===== src/rtl/color_pkg.sv =====
// rtl/color_pkg.sv - shared types and the per-channel colour window test for color_bbox.
package color_pkg;

   typedef struct packed {
      logic [4:0] r;
      logic [5:0] g;
      logic [4:0] b;
   } rgb565_t;

   typedef enum logic [1:0] {
      IDLE,
      RUN,
      DRAIN,
      REPORT
   } state_t;

   // An inverted window (lo > hi) on any channel can never be satisfied.
   function automatic logic in_range(input rgb565_t p, input rgb565_t lo, input rgb565_t hi);
      return (p.r >= lo.r) && (p.r <= hi.r) &&
             (p.g >= lo.g) && (p.g <= hi.g) &&
             (p.b >= lo.b) && (p.b <= hi.b);
   endfunction

endpackage


===== src/rtl/pix_skid.sv =====
// rtl/pix_skid.sv - 2-entry valid/ready skid buffer; the producer guarantees it never overfills.
module pix_skid #(
   parameter int W = 8
) (
   input  logic         i_clk,
   input  logic         i_rst,
   input  logic         i_flush,
   input  logic         i_valid,
   input  logic [W-1:0] i_data,
   output logic         o_valid,
   output logic [W-1:0] o_data,
   input  logic         i_ready,
   output logic [1:0]   o_count
);

   logic [1:0]   cnt_q, cnt_d;
   logic [W-1:0] head_q, head_d, tail_q, tail_d;
   logic         pop;

   assign pop     = (cnt_q != 2'd0) & i_ready;
   assign o_valid = (cnt_q != 2'd0);
   assign o_data  = head_q;
   assign o_count = cnt_q;

   always_comb begin
      head_d = head_q;
      tail_d = tail_q;
      cnt_d  = cnt_q;
      case (cnt_q)
         2'd0: begin
            if (i_valid) begin
               head_d = i_data;
               cnt_d  = 2'd1;
            end
         end
         2'd1: begin
            if (pop && i_valid) begin
               head_d = i_data;
            end else if (pop) begin
               cnt_d = 2'd0;
            end else if (i_valid) begin
               tail_d = i_data;
               cnt_d  = 2'd2;
            end
         end
         default: begin
            if (pop) begin
               head_d = tail_q;
               if (i_valid) begin
                  tail_d = i_data;
               end else begin
                  cnt_d = 2'd1;
               end
            end
         end
      endcase
      if (i_flush) begin
         cnt_d  = 2'd0;
         head_d = '0;
         tail_d = '0;
      end
   end

   always_ff @(posedge i_clk) begin
      if (i_rst) begin
         cnt_q  <= 2'd0;
         head_q <= '0;
         tail_q <= '0;
      end else begin
         cnt_q  <= cnt_d;
         head_q <= head_d;
         tail_q <= tail_d;
      end
   end

endmodule


===== src/rtl/color_bbox.sv =====
// rtl/color_bbox.sv - drains the RGB565 output FIFO, tags pixels with coords and colour match,
// and publishes a per-frame bounding box and match count.
module color_bbox #(
   parameter int IMG_W = 640,
   parameter int IMG_H = 480,
   parameter int XW    = 10,
   parameter int YW    = 9,
   parameter int CW    = 19
) (
   input  logic          i_clk,
   input  logic          i_rst,
   input  logic          i_sof,
   input  logic          i_obuf_empty,
   input  logic [15:0]   i_obuf_data,
   output logic          o_obuf_rd,
   input  logic [15:0]   i_thr_lo,
   input  logic [15:0]   i_thr_hi,
   output logic          o_valid,
   input  logic          i_ready,
   output logic [15:0]   o_pix,
   output logic [XW-1:0] o_x,
   output logic [YW-1:0] o_y,
   output logic          o_match,
   output logic          o_eol,
   output logic          o_eof,
   output logic          o_bbox_valid,
   output logic          o_bbox_found,
   output logic [XW-1:0] o_xmin,
   output logic [XW-1:0] o_xmax,
   output logic [YW-1:0] o_ymin,
   output logic [YW-1:0] o_ymax,
   output logic [CW-1:0] o_count
);
   import color_pkg::*;

   localparam int NPIX = IMG_W * IMG_H;
   localparam int PW   = 16 + XW + YW + 3;

   state_t        state_q, state_d;
   logic          rd_q;
   logic [CW-1:0] pops_q;
   logic [XW-1:0] x_q, xmin_q, xmax_q;
   logic [YW-1:0] y_q, ymin_q, ymax_q;
   logic          found_q;
   logic [CW-1:0] cnt_q;

   logic          bb_valid_q, bb_found_q;
   logic [XW-1:0] bb_xmin_q, bb_xmax_q;
   logic [YW-1:0] bb_ymin_q, bb_ymax_q;
   logic [CW-1:0] bb_cnt_q;

   logic [1:0]    skid_cnt, occ;
   logic [PW-1:0] skid_data;
   logic          xfer, abort, clear, cap, match_c, eol_c, eof_c;

   assign xfer  = o_valid & i_ready;
   assign abort = i_sof & ((state_q == RUN) | (state_q == DRAIN));
   assign clear = i_sof | (state_q == REPORT);
   assign cap   = rd_q & ~abort;

   // Words already committed after this cycle's output transfer: the one in flight plus skid contents.
   assign occ = 2'(rd_q) + skid_cnt - 2'(xfer);
   assign o_obuf_rd = (state_q == RUN) & ~i_obuf_empty & ~i_sof & ~i_rst &
                      (occ < 2'd2) & (pops_q < CW'(NPIX));

   assign match_c = in_range(rgb565_t'(i_obuf_data), rgb565_t'(i_thr_lo), rgb565_t'(i_thr_hi));
   assign eol_c   = (x_q == XW'(IMG_W - 1));
   assign eof_c   = eol_c & (y_q == YW'(IMG_H - 1));

   pix_skid #(.W(PW)) u_skid (
      .i_clk   (i_clk),
      .i_rst   (i_rst),
      .i_flush (abort),
      .i_valid (cap),
      .i_data  ({i_obuf_data, x_q, y_q, match_c, eol_c, eof_c}),
      .o_valid (o_valid),
      .o_data  (skid_data),
      .i_ready (i_ready),
      .o_count (skid_cnt)
   );

   assign {o_pix, o_x, o_y, o_match, o_eol, o_eof} = skid_data;

   always_comb begin
      state_d = state_q;
      case (state_q)
         IDLE:    if (i_sof) state_d = RUN;
         RUN: begin
            if (!abort && o_obuf_rd && (pops_q == CW'(NPIX - 1))) state_d = DRAIN;
         end
         DRAIN: begin
            if (abort) state_d = RUN;
            else if (xfer && o_eof) state_d = REPORT;
         end
         default: state_d = i_sof ? RUN : IDLE;
      endcase
   end

   always_ff @(posedge i_clk) begin
      if (i_rst) begin
         state_q    <= IDLE;
         rd_q       <= 1'b0;
         pops_q     <= '0;
         x_q        <= '0;
         y_q        <= '0;
         found_q    <= 1'b0;
         xmin_q     <= '0;
         xmax_q     <= '0;
         ymin_q     <= '0;
         ymax_q     <= '0;
         cnt_q      <= '0;
         bb_valid_q <= 1'b0;
         bb_found_q <= 1'b0;
         bb_xmin_q  <= '0;
         bb_xmax_q  <= '0;
         bb_ymin_q  <= '0;
         bb_ymax_q  <= '0;
         bb_cnt_q   <= '0;
      end else begin
         state_q    <= state_d;
         bb_valid_q <= 1'b0;
         if ((state_q == DRAIN) && (state_d == REPORT)) begin
            bb_valid_q <= 1'b1;
            bb_found_q <= found_q;
            bb_xmin_q  <= xmin_q;
            bb_xmax_q  <= xmax_q;
            bb_ymin_q  <= ymin_q;
            bb_ymax_q  <= ymax_q;
            bb_cnt_q   <= cnt_q;
         end
         if (clear) begin
            rd_q    <= 1'b0;
            pops_q  <= '0;
            x_q     <= '0;
            y_q     <= '0;
            found_q <= 1'b0;
            xmin_q  <= '0;
            xmax_q  <= '0;
            ymin_q  <= '0;
            ymax_q  <= '0;
            cnt_q   <= '0;
         end else begin
            rd_q <= o_obuf_rd;
            if (o_obuf_rd) pops_q <= pops_q + 1'b1;
            if (cap) begin
               if (eol_c) begin
                  x_q <= '0;
                  y_q <= y_q + 1'b1;
               end else begin
                  x_q <= x_q + 1'b1;
               end
               if (match_c) begin
                  found_q <= 1'b1;
                  if (!found_q) begin
                     xmin_q <= x_q;
                     xmax_q <= x_q;
                     ymin_q <= y_q;
                     ymax_q <= y_q;
                  end else begin
                     if (x_q < xmin_q) xmin_q <= x_q;
                     if (x_q > xmax_q) xmax_q <= x_q;
                     if (y_q < ymin_q) ymin_q <= y_q;
                     if (y_q > ymax_q) ymax_q <= y_q;
                  end
                  if (cnt_q != '1) cnt_q <= cnt_q + 1'b1;
               end
            end
         end
      end
   end

   assign o_bbox_valid = bb_valid_q;
   assign o_bbox_found = bb_found_q;
   assign o_xmin       = bb_xmin_q;
   assign o_xmax       = bb_xmax_q;
   assign o_ymin       = bb_ymin_q;
   assign o_ymax       = bb_ymax_q;
   assign o_count      = bb_cnt_q;

endmodule


===== config.mk =====
export PLATFORM = sky130hd
export DESIGN_NAME = color_bbox
export DESIGN_NICKNAME = d
export VERILOG_FILES = /design/src/rtl/color_pkg.sv /design/src/rtl/pix_skid.sv /design/src/rtl/color_bbox.sv
export SDC_FILE = /design/constraint.sdc
export NUM_CORES = 1
export LEC_CHECK = 0
export CAP_MARGIN = 15
export CORE_MARGIN = 2
export CORE_UTILIZATION = 38
export DETAILED_ROUTE_END_ITERATION = 10
export PLACE_DENSITY = 0.64
export SKIP_CTS_REPAIR_TIMING = 1
export SLEW_MARGIN = 20
export SYNTH_ARGS = -nofsm -noshare
export SYNTH_HDL_FRONTEND = slang
export SYNTH_HIERARCHICAL = 1
export SYNTH_SLANG_ARGS = --single-unit
export TNS_END_PERCENT = 100

===== constraint.sdc =====
create_clock -name i_clk -period 10.4 [get_ports i_clk]
set_clock_uncertainty 0.1 [all_clocks]
set_input_delay 2.08 -clock i_clk [delete_from_list [all_inputs] [get_ports i_clk]]
set_output_delay 2.08 -clock i_clk [all_outputs]
set_load 0.05 [all_outputs]

==> results.py <==
metrics = {
    "clocking": {
        "cts_root_buf": "clkbuf_16",
        "cts_inserted_buffers": 26,
        "path_clk_slew_ns": 0.06,
        "cts.sinks": 236,
        "htree_levels": 1,
        "cts_tree": "done",
        "clk_latency_ns": 0.53,
        "clock_path_buffers": 3,
    },
    "critical_path": {
        "critical_path_class": "primary input to output port",
        "cp_max_fo": 10,
        "worstPathArrival_ns": 4.93,
        "critPathLaunchType": "primary input",
        "crit_required_ns": 8.22,
        "reg2reg_slack_ns": 6.60,
        "r2r_cells": 11,
        "end_kind": "output port",
        "critical_path.endpoint": "o_obuf_rd",
        "rr_startpoint": "u_skid/o_count[0]",
        "crit_start": "i_ready",
        "rr_endpoint": "o_xmax[4]",
    },
    "sta": {
        "worstMarginPinSlew_ns": 0.998,
        "hold_violations": 0,
        "rsz0062_at_grt": "false",
        "max_freq_mhz": 141,
        "worst_slack_ns": 3.29,
        "whs_ns": 0.362,
        "period_minus_slack_ns": 7.11,
        "period_share": 0.684,
        "setup_viol": 0,
        "relSlewSlack": 0.335,
        "drv_slew": 0,
        "tns_ns": 0,
    },
    "route": {
        "firstDrtPassIters": 4,
        "drt_iter0_markers": 584,
        "ant_nets": 0,
        "wl_met1_um": 12900,
        "wl_per_cell_um": 15.5,
        "met2WireLength_um": 13500,
        "routed-via-count": 9542,
        "postRouteWirelength_um": 28200,
        "drc": 0,
        "topRoutingLayerUsed": "met4",
        "dr_wl_met3_um": 1250,
        "vias_per_cell": 5.24,
    },
    "synth": {
        "synth_warnings": 6,
        "netlist.area_leader.share": 0.408,
        "syn_nets": 1423,
        "synth_area_um2": 11600,
        "synth.distinct_cells": 61,
        "avgSynthCellArea_um2": 8.96,
        "yosys_register_bits": 236,
        "synthTopCellsByArea": "dfxtp_1, mux2i_1, ha_1",
        "synth_edf_count": 0,
        "ys_seq_area_frac": 0.408,
        "syn_inst": 1293,
        "yosysTopAreaCell": "dfxtp_1",
        "synthArstFlopShare": 0,
        "synth_top_flop_cell": "dfxtp_1",
    },
    "power": {
        "p_leak_nw": 5.42,
        "total_power_mw": 1.93,
        "power_density_nw_per_um2": 136,
        "vdd_drop_max_mv": 0.111,
    },
    "status": {
        "status": "finished, final reports clean",
    },
    "die": {
        "die_width_um": 179,
        "die_y_um": 179,
        "io_pins": 152,
        "row_count": 63,
        "start_util": 0.388,
        "die_area_um2": 31900,
        "core-area_um2": 29900,
    },
    "global_route": {
        "antenna_found_initial": 0,
        "gr-total-overflow": 0,
        "grt_use_total": 0.176,
        "grt_max_degree": 79,
        "grt_pass1_vias": 9151,
        "grt_pass1_wl_um": 46300,
    },
    "cells_and_area": {
        "final_net_count": 1540,
        "drive_gt1_frac": 0.0699,
        "mostFrequentLayoutCell": "dfxtp_1",
        "synthToLayoutAreaGrowth_pct": 22.7,
        "final_util": 0.476,
        "diodes": 0,
        "stdcell_area_um2": 14200,
        "layout_common_cells": "dfxtp_1, clkdlybuf4s50_1, mux2i_1",
        "stdcell_count": 1820,
    },
    "place": {
        "dpl.hpwl_um": 19100,
        "dp_cells": 1772,
        "dp_slack_ns": 3.31,
        "gp_congestion": 0.806,
        "placed_cell_area_um2": 13300,
        "io_buffers": 151,
    },
    "run": {
        "maxCapViolations": 0,
    },
    "hold_path": {
        "hold_path.class": "flip-flop to flip-flop",
    },
}
[worst max-delay path, stage by stage]
cell	delay (ns)
clkdlybuf4s50_1	0.55
and2_1	0.22
ha_1	0.19
xnor2_1	0.27
xnor2_1	0.23
nor3_1	0.49
clkdlybuf4s50_1	0.90
[sequential cells by signal (all words and copies together) (netlist names)]
name	flops
cnt_q	19
found_q	1
o_bbox_found	1
o_bbox_valid	1
o_count	19
o_xmax	10
o_xmin	10
o_ymax	9
o_ymin	9
pops_q	19
rd_q	1
state_q	2
u_skid/o_count	2
u_skid/o_data	38
u_skid/tail_q	38
x_q	10
xmax_q	10
xmin_q	10
y_q	9
ymax_q	9
ymin_q	9
[worst min path at each step]
stage                            from           endpoint  cells after the start
global placement    u_skid/tail_q[17]  u_skid/tail_q[17]                      2
finish              u_skid/tail_q[19]  u_skid/tail_q[19]                      2
detailed placement   u_skid/tail_q[9]   u_skid/tail_q[9]                      2
floorplan            u_skid/tail_q[0]   u_skid/tail_q[0]                      2
global route        u_skid/tail_q[13]  u_skid/tail_q[13]                      2
CTS                 u_skid/tail_q[19]  u_skid/tail_q[19]                      2
[cell usage after synthesis (4+ instances only)]
master	number
a211oi_2	20
nand4_1	20
ha_1	77
inv_1	79
or4_1	16
xor2_1	23
nor2_1	116
or2_2	5
dfxtp_1	236
a211oi_1	19
a21o_1	9
o31ai_1	18
nand2b_1	11
nor3_1	16
nand3_1	62
o21ai_0	54
o211ai_1	5
a21oi_1	122
or3_1	5
mux2i_1	137
buf_2	21
and3_1	13
xnor2_1	12
clkbuf_1	46
and2_1	4
nand2_1	92
a31oi_1	6
buf_6	7
nor2b_1	4
[cell families after synthesis]
| family | Yosys count | synth area share |
|---|---|---|
| simple gates | 377 | 0.156 |
| compound gates | 271 | 0.147 |
| flops | 236 | 0.408 |
| buf+inv | 158 | 0.0589 |
| mux | 138 | 0.119 |
| fa+ha+maj | 78 | 0.0840 |
| xor+xnor | 35 | 0.0264 |
[layout make-up]
| class | count | area (µm²) |
|---|---|---|
| tap | 390 | 488 |
| timing repair buffer | 168 | 1630 |
| clock inverter | 11 | 129 |
| clock buffer | 37 | 752 |
| multi-input combinational | 899 | 6190 |
| fill | 2848 | 15700 |
| sequential | 236 | 4730 |
| inverter | 79 | 297 |
[layer usage]
metal / vias to the layer above / track usage
met5: - / 0
met4: 0 / 0.0437
met3: 36 / 0.0277
met2: 168 / 0.303
met1: 4544 / 0.230
li1: 4794 / -
[power breakdown]
part	switching, mW	internal, mW
combinational	0.0530	0.0388
sequential	0.00119	0.905
clock	0.376	0.555
Power figures use the tool's default switching activity.
